### src/rtl/uart_pkg.sv
// uart_pkg: shared constants and types for the UART loopback byte FIFO.
//
// Contents:
//   BYTE_W        - width of one UART data byte
//   drain_state_t - states of the FIFO drain controller in uart_tx_fifo
package uart_pkg;

   localparam int unsigned BYTE_W = 8;

   // Drain controller states:
   //   StIdle     - waiting for a queued byte and an idle transmitter
   //   StLaunch   - send strobe is high for exactly this cycle
   //   StWaitBusy - waiting for the transmitter to acknowledge by raising busy
   //   StWaitDone - waiting for the transmitter frame to finish
   typedef enum logic [1:0] {
      StIdle     = 2'd0,
      StLaunch   = 2'd1,
      StWaitBusy = 2'd2,
      StWaitDone = 2'd3
   } drain_state_t;

endpackage

### src/rtl/uart_fifo_ram.sv
// uart_fifo_ram: DEPTH x BYTE_W storage array for the UART transmit FIFO.
//
// Synchronous write, asynchronous (combinational) read. The array has no
// reset; entries only become visible through the pointers owned by the
// parent, so stale contents are never observed.
//
// Ports:
//   clk   - clock
//   we    - write enable, stores wdata at waddr on the rising edge
//   waddr - write address
//   wdata - write data
//   raddr - read address
//   rdata - read data, combinational from raddr
module uart_fifo_ram
   import uart_pkg::*;
#(
   parameter int unsigned DEPTH = 16,
   parameter int unsigned AW    = $clog2(DEPTH)
) (
   input  logic              clk,
   input  logic              we,
   input  logic [AW-1:0]     waddr,
   input  logic [BYTE_W-1:0] wdata,
   input  logic [AW-1:0]     raddr,
   output logic [BYTE_W-1:0] rdata
);

   logic [BYTE_W-1:0] mem [DEPTH];

   always_ff @(posedge clk) begin
      if (we) begin
         mem[waddr] <= wdata;
      end
   end

   assign rdata = mem[raddr];

endmodule

### src/rtl/uart_tx_fifo.sv
// uart_tx_fifo: byte FIFO plus drain controller between uart_rx and uart_tx.
//
// Bytes strobed in by the receiver are queued; the drain FSM issues one
// single-cycle send strobe per byte and waits for the transmitter to go busy
// and then idle again before launching the next one.
//
// Build option: define UART_FIFO_OVERFLOW_EN to get the sticky overflow flag
// and its clear input. Without it overflow_o is tied low, clr_i is ignored,
// and bytes written while full are still dropped.
//
// Ports:
//   clk        - clock
//   resetn     - asynchronous active-low reset
//   wr_e_i     - one-cycle write strobe (uart_rx done_o)
//   wr_d_i     - write byte, valid with wr_e_i (uart_rx d_o)
//   tx_busy_i  - transmitter busy (uart_tx busy_o)
//   clr_i      - clears the sticky overflow flag
//   tx_e_o     - one-cycle send strobe (uart_tx e_i)
//   tx_d_o     - byte to send, held from the strobe until the next launch
//   count_o    - current occupancy, 0..DEPTH
//   empty_o    - occupancy is zero
//   full_o     - occupancy equals DEPTH
//   overflow_o - sticky, set when a byte was dropped
module uart_tx_fifo
   import uart_pkg::*;
#(
   parameter int unsigned DEPTH = 16
) (
   input  logic                   clk,
   input  logic                   resetn,
   input  logic                   wr_e_i,
   input  logic [BYTE_W-1:0]      wr_d_i,
   input  logic                   tx_busy_i,
   input  logic                   clr_i,
   output logic                   tx_e_o,
   output logic [BYTE_W-1:0]      tx_d_o,
   output logic [$clog2(DEPTH):0] count_o,
   output logic                   empty_o,
   output logic                   full_o,
   output logic                   overflow_o
);

   localparam int unsigned AW = $clog2(DEPTH);
   localparam int unsigned CW = AW + 1;
   localparam logic [CW-1:0] FULL_COUNT = CW'(DEPTH);

   drain_state_t state_q, state_d;

   logic [AW-1:0]     wr_ptr_q, rd_ptr_q;
   logic [CW-1:0]     count_q, count_d;
   logic              tx_e_q;
   logic [BYTE_W-1:0] tx_d_q;
   logic [BYTE_W-1:0] head;
   logic              empty, full;
   logic              pop, push;

   assign empty = (count_q == '0);
   assign full  = (count_q == FULL_COUNT);

   // -----------------------------------------------------------------------
   // Storage
   // -----------------------------------------------------------------------
   uart_fifo_ram #(
      .DEPTH (DEPTH),
      .AW    (AW)
   ) u_ram (
      .clk   (clk),
      .we    (push),
      .waddr (wr_ptr_q),
      .wdata (wr_d_i),
      .raddr (rd_ptr_q),
      .rdata (head)
   );

   // -----------------------------------------------------------------------
   // Drain FSM
   // -----------------------------------------------------------------------
   // The pop is tied to the Idle->Launch transition so the head byte lands in
   // tx_d_q on the same edge that raises the send strobe.
   always_comb begin
      state_d = state_q;
      pop     = 1'b0;
      unique case (state_q)
         StIdle: begin
            if (!empty && !tx_busy_i) begin
               state_d = StLaunch;
               pop     = 1'b1;
            end
         end
         StLaunch: begin
            state_d = StWaitBusy;
         end
         StWaitBusy: begin
            if (tx_busy_i) begin
               state_d = StWaitDone;
            end
         end
         StWaitDone: begin
            if (!tx_busy_i) begin
               state_d = StIdle;
            end
         end
         default: begin
            state_d = StIdle;
         end
      endcase
   end

   always_ff @(posedge clk or negedge resetn) begin
      if (!resetn) begin
         state_q <= StIdle;
      end else begin
         state_q <= state_d;
      end
   end

   // -----------------------------------------------------------------------
   // Pointers, occupancy and transmit registers
   // -----------------------------------------------------------------------
   // A full FIFO still accepts a write when the head leaves in the same
   // cycle; the slot being written is the one just read out.
   assign push = wr_e_i && (!full || pop);

   always_comb begin
      count_d = count_q;
      unique case ({push, pop})
         2'b10:   count_d = count_q + CW'(1);
         2'b01:   count_d = count_q - CW'(1);
         default: count_d = count_q;
      endcase
   end

   always_ff @(posedge clk or negedge resetn) begin
      if (!resetn) begin
         wr_ptr_q <= '0;
         rd_ptr_q <= '0;
         count_q  <= '0;
         tx_e_q   <= 1'b0;
         tx_d_q   <= '0;
      end else begin
         count_q <= count_d;
         tx_e_q  <= pop;
         if (push) begin
            wr_ptr_q <= wr_ptr_q + AW'(1);
         end
         if (pop) begin
            rd_ptr_q <= rd_ptr_q + AW'(1);
            tx_d_q   <= head;
         end
      end
   end

   // -----------------------------------------------------------------------
   // Overflow flag
   // -----------------------------------------------------------------------
`ifdef UART_FIFO_OVERFLOW_EN
   logic drop;
   logic overflow_q;

   assign drop = wr_e_i && full && !pop;

   // A drop in the same cycle as a clear keeps the flag set.
   always_ff @(posedge clk or negedge resetn) begin
      if (!resetn) begin
         overflow_q <= 1'b0;
      end else if (drop) begin
         overflow_q <= 1'b1;
      end else if (clr_i) begin
         overflow_q <= 1'b0;
      end
   end

   assign overflow_o = overflow_q;
`else
   logic unused_clr;

   assign unused_clr = clr_i;
   assign overflow_o = 1'b0;
`endif

   // -----------------------------------------------------------------------
   // Outputs
   // -----------------------------------------------------------------------
   assign tx_e_o  = tx_e_q;
   assign tx_d_o  = tx_d_q;
   assign count_o = count_q;
   assign empty_o = empty;
   assign full_o  = full;

endmodule

### config.mk
export PLATFORM = sky130hd
export DESIGN_NAME = uart_tx_fifo
export DESIGN_NICKNAME = d
export VERILOG_FILES = /design/src/rtl/uart_pkg.sv /design/src/rtl/uart_fifo_ram.sv /design/src/rtl/uart_tx_fifo.sv
export SDC_FILE = /design/constraint.sdc
export NUM_CORES = 1
export LEC_CHECK = 0
export CORE_MARGIN = 5
export CORE_UTILIZATION = 45
export DETAILED_ROUTE_END_ITERATION = 8
export GPL_TIMING_DRIVEN = 1
export SLEW_MARGIN = 10
export SYNTH_ARGS = -nofsm -noshare
export SYNTH_HDL_FRONTEND = slang
export SYNTH_SLANG_ARGS = --single-unit
### constraint.sdc
create_clock -name clk -period 4.2 [get_ports clk]
set_input_delay 0.63 -clock clk [delete_from_list [all_inputs] [get_ports clk]]
set_output_delay 0.63 -clock clk [all_outputs]
set_load 0.005 [all_outputs]
==> results of run 1 <==
-- routing by layer --
layer	up-vias	GRT usage [%]	routed length, microns	part of all wire (%)
met5	-	0	0	0
met4	0	4.92	71	0.61
met3	4	4.76	634	5.5
met2	75	25.2	5800	50
met1	1569	20.5	5050	44
li1	1368	-	-	-
-- through the flow --
stage / cell area [sq um] / cells / util (%)
after CTS: 7190 / 555 / 53.8
final: 7190 / 555 / 53.8
after global placement: 6650 / 525 / 49.8
after floorplan: 6180 / 330 / -
after global routing: 7190 / 555 / 53.8
after detailed placement: 6650 / 525 / 49.8
-- worst reg2reg max path: stages, from the launching register on --
cell                       delay [ns]
sky130_fd_sc_hd__dfrtp_1         0.44
sky130_fd_sc_hd__or4_4           0.59
sky130_fd_sc_hd__o21ai_4         0.39
sky130_fd_sc_hd__nor2_2          0.16
sky130_fd_sc_hd__ha_1            0.35
sky130_fd_sc_hd__nor2b_1         0.14
sky130_fd_sc_hd__o21ai_0         0.19
sky130_fd_sc_hd__nor2b_1         0.24
sky130_fd_sc_hd__mux2_2          0.36
sky130_fd_sc_hd__o221ai_1        0.15
-- flip-flops by register name, indices dropped and copies added (netlist names) --
register   cells
state_q        2
rd_ptr_q       4
count_o        5
tx_e_o         1
tx_d_o         8
u_ram.mem    128
wr_ptr_q       4
-- cells in the mapped netlist (3+ instances only) --
cell type / n / share of area, %
sky130_fd_sc_hd__inv_1: 9 / 0.55
sky130_fd_sc_hd__ha_1: 12 / 2.4
sky130_fd_sc_hd__dfrtp_1: 24 / 9.7
sky130_fd_sc_hd__mux2_2: 4 / 0.73
sky130_fd_sc_hd__nand2_1: 24 / 1.5
sky130_fd_sc_hd__nor2b_1: 3 / 0.30
sky130_fd_sc_hd__nand2b_1: 4 / 0.41
sky130_fd_sc_hd__buf_2: 9 / 0.73
sky130_fd_sc_hd__nor2_1: 14 / 0.85
sky130_fd_sc_hd__mux4_2: 32 / 12
sky130_fd_sc_hd__xnor2_1: 9 / 1.3
sky130_fd_sc_hd__o21ai_0: 5 / 0.41
sky130_fd_sc_hd__clkbuf_1: 3 / 0.18
sky130_fd_sc_hd__nor3_1: 4 / 0.32
sky130_fd_sc_hd__edfxtp_1: 128 / 62
sky130_fd_sc_hd__o221ai_1: 9 / 1.3
sky130_fd_sc_hd__mux2i_1: 17 / 2.8
-- cells by family after synthesis --
| kind of cell | synth area share [%] |
|---|---|
| flip-flops | 71.9 |
| other | 0.0607 |
| adder cells (fa/ha/maj) | 2.75 |
| buffers and inverters | 1.78 |
| AO/OA/AOI/OAI | 2.88 |
| AND/OR/NAND/NOR | 4.15 |
| XOR/XNOR | 1.28 |
| multiplexers | 15.2 |
-- power by group through the flow --
stage | registers [mW] | logic [mW] | clock network (mW)
after floorplan | 2.00 | 1.04 | 0
after global placement | 2.22 | 1.26 | 0
after detailed placement | 2.22 | 1.29 | 0
after CTS | 2.20 | 1.30 | 1.41
after global routing | 2.24 | 1.39 | 1.48
final | 2.19 | 1.27 | 1.38
-- final timing paths --
kind,start,to,slack (ns)
worst min register to register,tx_d_o[6],tx_d_o[6],0.50
worst min-delay path,tx_d_o[6],tx_d_o[6],0.50
worst max-delay path,count_o[0],count_o[4],1.11
min in group asynchronous,resetn,count_o[4],0.59
max in group asynchronous,resetn,rd_ptr_q[2],3.32
worst max register to register,count_o[0],count_o[4],1.11
-- area by class of cell --
class / instances / area share, %
flip-flops and latches: 152 / 61.9
multi-input cells: 153 / 22.6
clock buffers: 18 / 5.97
repair buffers: 35 / 4.60
well taps: 176 / 3.06
clock inverters: 12 / 1.46
inverters: 9 / 0.470
==> impl_summary.md, run 1 <==
Status
The run finished with clean final reports.

Floorplanning
The floorplan step set the die width to 127 microns. The initial utilization of the core area, before any placement, comes to 46.3%. The core footprint is 0.0133 sq mm. The floorplan step set the die height to 127 microns.

For this design the top-level I/O count stands at 30. The die area is 0.0162 sq mm. The initialized floorplan defines 42 standard-cell rows.

Critical path
The type of the worst setup path is reg2reg. The highest fanout seen on the critical path is 13. Data arrives at the worst endpoint at 3.42 ns. Data on the critical path is required at its endpoint by 4.53 ns.

Measured in cells, the most critical reg-to-reg path has a length of 9. Walking the worst path, the cells encountered are or4_4 > o21ai_4 > nor2_2 > ha_1 > nor2b_1 > o21ai_0 > nor2b_1 > mux2_2 > o221ai_1. The largest single stage delay on the critical path is 0.58 ns.

The cell with the biggest individual delay on the critical path is sky130_fd_sc_hd__or4_4. STA classifies the critical path startpoint as a flop. The number of buffers and inverters on the critical path is 0.

The critical path runs through a total of 9 cells. The most numerous cell type found on the critical path is sky130_fd_sc_hd__nor2b_1. The kind of end point of the critical path is a flop. The kind of cell adding the most delay to the critical path is simple AND/OR/NAND/NOR gates.

Yosys
The proportion of register bits with asynchronous set or reset after synthesis is 15.8%. The synthesized netlist contains 35 unique library cells. Among all flip-flop cells after synthesis, the most frequent one is sky130_fd_sc_hd__edfxtp_1. Counting flops and latches in the post-synthesis netlist gives 152.

The post-synthesis net count is 356. The number of flops mapped to enable cells by yosys is 128. Each instance of the synthesized netlist takes up on average 18.7 sq um. The sequential element share of the synthesized area is 71.9%.

The number of warnings issued by yosys is 0. The post-synthesis instance area is 0.00618 sq mm. The instance count of the mapped netlist is 330.

GRT
The via count of the first global-routing pass came to 3217. The maximum number of pins on one net before global-route repair is 31. The total routing usage reported by global routing is 15.6%. The final global-route overflow total is 0.

The initial antenna violation count is 0. The first global-routing pass estimated 18.5 mm of wire.

Flow run
The number of maximum-capacitance violations is 0.

Detailed routing
The first-iteration detailed-routing DRC count is 226. The remaining antenna violation count after routing is 0. The routed design has 11.6 mm of wire. The first-pass detailed-route iteration total is 4. The remaining routing DRC violations is 0.

The total number of vias is 3016. The routed wire length per instance is 20.8 microns. The via-per-instance ratio is 5.43.

Power and ir drop
The maximum vdd ir drop is 0.000315 V. In this run the static leakage power is 2.48 nW. Combinational logic burns 26.3% of the power. The total power density per cell area is 673 mW/mm^2. The fraction of power consumed by the clock network is 28.5%. In this run switching power makes up 29.7% of total power. The net switching power is 1.44 mW. The sequential cell fraction of total power is 45.2%. The internal power is 3.40 mW. Overall power consumption after layout is estimated at 4.84 mW.

Timing
The number of failing hold endpoints at the final stage is 0. Setup violations remaining at the end of the flow were counted as 0. At the pin with the least slew margin, the transition time is 1.17 ns. The relative slew slack is 22.0%.

Setup repair after global routing left no endpoint under its margin. The number of slew-limit violations in the final report is 0. The worst path in the final design needs a cycle of 3.09 ns, including I/O delays and setup. The top achievable clock speed is 324 MHz. Hold timing on the final database bottoms out at a slack of 0.497 ns. Setup slack closes at 1.11 ns.

Between clock sinks in the finished design, the worst skew comes to 0.00617 ns. For the final routed database, the setup TNS stands at 0 ns. The period utilization is 73.5%.

Clock network
The number of setup buffers added after CTS is 0. The number of buffers added by the clock tree synthesis step is 17. The clock transition time at the flip-flop clock pins of the worst setup and hold paths is 0.06 ns.

The total number of clock tree sinks is 152. The post-cts hold buffer count is 0. The H-tree level count is 4. The number of gates resized after CTS was 0. For the worst-skew pair, the clock arrives at the later sink with an insertion delay of 0.42 ns.

The clock passes through at most 2 buffers. The cell chosen for the clock root is sky130_fd_sc_hd__clkbuf_16. TritonCTS built the clock tree.

Final layout
The area growth from synthesis to layout is 16.3%. The fill cell total of the finished layout is 1078. The library cell used most frequently in the layout, excluding fill and tap cells, is sky130_fd_sc_hd__edfxtp_1. In the layout the commonest cells are sky130_fd_sc_hd__edfxtp_1, sky130_fd_sc_hd__mux4_2, sky130_fd_sc_hd__clkdlybuf4s50_1, sky130_fd_sc_hd__nand2_1, sky130_fd_sc_hd__dfrtp_1. The total area of sequential cells is 0.00445 sq mm. The area of the multi-input gates is 0.00162 sq mm. The number of nets in the final layout is 394. 0 antenna diodes ended up in the layout. In the final layout, the share of cells above drive strength 1 is 20.8%.

Placement
The pre-CTS setup slack is 0.740 ns. The detailed-placement wirelength estimate is 7.47 mm. Buffers placed on the I/O ports in this run total 27. At the end of routability-driven placement, the weighted congestion stood at 0.707.

Hold path
The min-delay analysis places its worst path in the category reg2reg. Along the worst hold path, the cell count comes to 2.
(Power assumes the default switching activity.)
==> run 2: changes to the inputs <==
Clock period 4.2 ns to 2.7 ns, I/O delays scaled along.
==> run 2 against run 1 <==
Net effect:
- die area unchanged
- hold slack got worse by 0.12 ns
- first-iteration DRC count decreased by 12%
- clock-buffer cell count increased by 4
- register-to-register slack got worse by 0.97 ns
- sequential power increased by 45%
- critical path depth unchanged
- sequential cell count unchanged
- combinational power increased by 94%
- largest cell class unchanged
==> impl_summary.md, run 2 (synthesized netlist as in run 1, its figures left out) <==
Clock network
TritonCTS built the clock tree. The post-cts hold buffer count is 0 (unchanged). The tree is rooted in a sky130_fd_sc_hd__clkbuf_16. The number of buffers inserted to repair setup after CTS was 0 (unchanged). The maximum clock path buffer count came to 2 (unchanged). The clock latency at the later pin of the worst-skew pair is 0.41 ns (about the same). The clock transition time at the flip-flop clock pins of the worst setup and hold paths is 0.06 ns (about the same).

The number of buffers added by the clock tree synthesis step came to 17 (unchanged). The total number of clock tree sinks is 152 (unchanged). The H-tree level count came to 4 (unchanged). The count of instances resized after the clock tree is built is 0 (unchanged).

Floorplanning
The die area was 0.0162 sq mm (unchanged). The initial core utilization is 46.3% (unchanged). The overall die height is 127 microns (unchanged). The number of top-level design ports came to 30 (unchanged). The x dimension of the die is 127 microns (unchanged).

The core footprint was 0.0133 sq mm (unchanged). The row count is 42 (unchanged).

Timing
The top achievable clock speed is 390 MHz (+21%). The worst clock skew on the final layout is 0.00717 ns (+0.00100 ns). Setup repair after global routing left no endpoint under its margin. The post-route worst setup slack is 0.138 ns (-0.974 ns).

The clock period minus worst slack is 2.56 ns (-0.526 ns). The number of setup violations in the final report is 0 (unchanged). The slew at the pin closest to its max-slew limit is 0.544 ns (-0.626 ns). The period utilization is 94.9% (+21 points). The sum of negative setup slack came to 0 ns (unchanged). The relative slew slack was 63.6% (+42 points). The number of slew-limit violations in the final report came to 0 (unchanged).

The number of failing hold endpoints at the final stage came to 0 (unchanged).

Power and ir drop
The internal power is 5.84 mW (+72%). The maximum vdd ir drop is 0.000653 V (+110%). The net switching power is 2.27 mW (+58%). The logic gate share of total power is 30.4% (+4.1 points).

The sequential cell fraction of total power came to 39.0% (-6.2 points). The total design power is 8.11 mW (+68%). The switching power as a share of total power is 28.0% (-1.7 points). The leakage component of the power is 2.67 nW (+8.0%). The total power density per cell area is 1080 mW/mm^2 (+60%). The fraction of power consumed by the clock network came to 30.6% (+2.1 points).

GRT
The global-route track usage on met3 was 4.72% (-0.042 points). The global-route met1 utilization is 20.9% (+0.37 points). The initial antenna violation count was 0 (unchanged). The met2 track utilization from global routing is 25.7% (+0.47 points). The wire length of the first global-routing pass is 18.6 mm (+0.60%). The maximum number of pins on one net before global-route repair is 35 (+13%).

The final global-route overflow total was 0 (unchanged). The via count of the first global-routing pass came to 3239 (+0.68%). The total routing usage reported by global routing came to 15.9% (+0.32 points). met2 is the most crowded layer.

Detailed routing
The routed wire length per instance came to 20.5 microns (-1.8%). The via-per-instance ratio is 5.40 (-0.71%). The total number of vias came to 3162 (+4.8%). The first-iteration detailed-routing DRC count is 199 (-12%). The first-pass detailed-route iteration total is 4 (unchanged). The remaining antenna violation count after routing is 0 (unchanged).

The remaining routing DRC violations came to 0 (unchanged). The total detailed-routing wirelength came to 12.0 mm (+3.7%).

Placement
The final estimated routing congestion in global placement is 0.720 (+1.8%). The number of port buffers is 27 (unchanged). The detailed-placement wirelength estimate is 7.80 mm (+4.4%).

The pre-CTS setup slack is -0.113 ns (-0.853 ns).

Critical path
The highest fanout seen on the critical path is 5 (-8). The setup slack on the worst flop-to-flop path came to 0.14 ns (-0.97 ns). The source of the worst register-to-register timing path is count_o[1]. The data required time of the worst path is 3.02 ns (-1.51 ns). The worst path arrival time came to 2.88 ns (-0.54 ns).

The kind of end point of the critical path is a flop. The worst setup path is launched from a flop. The end of the worst register-to-register path is count_o[4]. The number of cell instances on the worst register-to-register path was 9 (unchanged). The type of the worst setup path is reg2reg.

Final layout
The number of nets in the final layout is 423 (+7.4%). The share of final-layout standard cells stronger than drive strength 1 came to 25.9% (+5.0 points). The library cell used most frequently in the layout, excluding fill and tap cells, is sky130_fd_sc_hd__edfxtp_1. The top cell types in the final layout, fill and taps aside, are sky130_fd_sc_hd__edfxtp_1, sky130_fd_sc_hd__buf_4, sky130_fd_sc_hd__mux4_2, sky130_fd_sc_hd__clkdlybuf4s50_1, sky130_fd_sc_hd__nand2_1. u_ram.mem holds more flip-flops than any other register. The total inserted antenna cells is 0 (unchanged). The number of flip-flops under the largest register name is 128 (unchanged). The fill cell total of the finished layout is 1038 (-3.7%).

The area added between synthesis and finish is 21.9%.

Status
The flow ran to the end, and the final reports show no timing, DRC or antenna violations.

Hold path
The type of the most critical hold path is in2async.

Flow run
The number of maximum-capacitance violations is 0 (unchanged).
-- run 2: cell count changes in the layout (fill, tap and decap cells not counted), sizes merged --
| cell | change |
|---|---|
| clkinv | -3 |
| clkbuf | +4 |
| bufinv | +4 |
| inv | -2 |
| buf | +29 |
| clkinvlp | -1 |
-- run 2: final cells by class --
cell class / count / area [sq um] / share of cell area, %
flip-flops and latches: 152 / 4450 / 59.0
multi-input cells: 153 / 1640 / 21.8
repair buffers: 64 / 573 / 7.61
clock buffers: 22 / 444 / 5.90
well taps: 176 / 220 / 2.92
clock inverters: 10 / 175 / 2.33
inverters: 9 / 33.8 / 0.449
-- run 2: worst max path at each step --
| stage | from | end |
|---|---|---|
| 3_5_place_dp | tx_busy_i | count_o[4] |
| 4_1_cts | state_q[0] | count_o[4] |
| 3_3_place_gp | tx_busy_i | count_o[4] |
| 2_1_floorplan | count_o[1] | count_o[4] |
| 5_1_grt | count_o[1] | count_o[4] |
| 6_report | count_o[1] | count_o[4] |
-- run 2: power groups by stage --
stage / registers, mW / clock network [mW] / logic [mW]
floorplan: 3.12 / 0 / 1.62
detailed placement: 3.21 / 0 / 2.50
global placement: 3.19 / 0 / 2.43
finish: 3.17 / 2.48 / 2.47
CTS: 3.17 / 2.53 / 2.52
global route: 3.21 / 2.65 / 2.69
-- run 2: critical path: stages, from the launching register on --
cell and delay (ns):
sky130_fd_sc_hd__dfrtp_1 0.38, sky130_fd_sc_hd__or4_4 0.59, sky130_fd_sc_hd__o21ai_4 0.18, sky130_fd_sc_hd__nor2_4 0.06, sky130_fd_sc_hd__ha_1 0.28, sky130_fd_sc_hd__nor2b_1 0.13, sky130_fd_sc_hd__o21ai_1 0.14, sky130_fd_sc_hd__nor2b_2 0.18
sky130_fd_sc_hd__mux2_2 0.34, sky130_fd_sc_hd__o221ai_1 0.17
-- run 2: per-layer routing --
| metal | share of wire [%] | routed length (microns) |
|---|---|---|
| met1 | 43 | 5210 |
| met2 | 50 | 6040 |
| met3 | 4.8 | 574 |
| met4 | 1.4 | 165 |
| met5 | 0 | 0 |
-- run 2: per-stage QoR --
| stage | instances | hold slack, ns | cell area [sq um] | utilization [%] |
|---|---|---|---|---|
| 2_1_floorplan | 330 | 0.109 | 6180 | - |
| 3_3_place_gp | 554 | 0.478 | 6900 | 51.7 |
| 3_5_place_dp | 554 | 0.473 | 6900 | 51.7 |
| 4_1_cts | 586 | 0.374 | 7510 | 56.3 |
| 5_1_grt | 586 | 0.392 | 7530 | 56.4 |
| 6_report | 586 | 0.375 | 7530 | 56.4 |
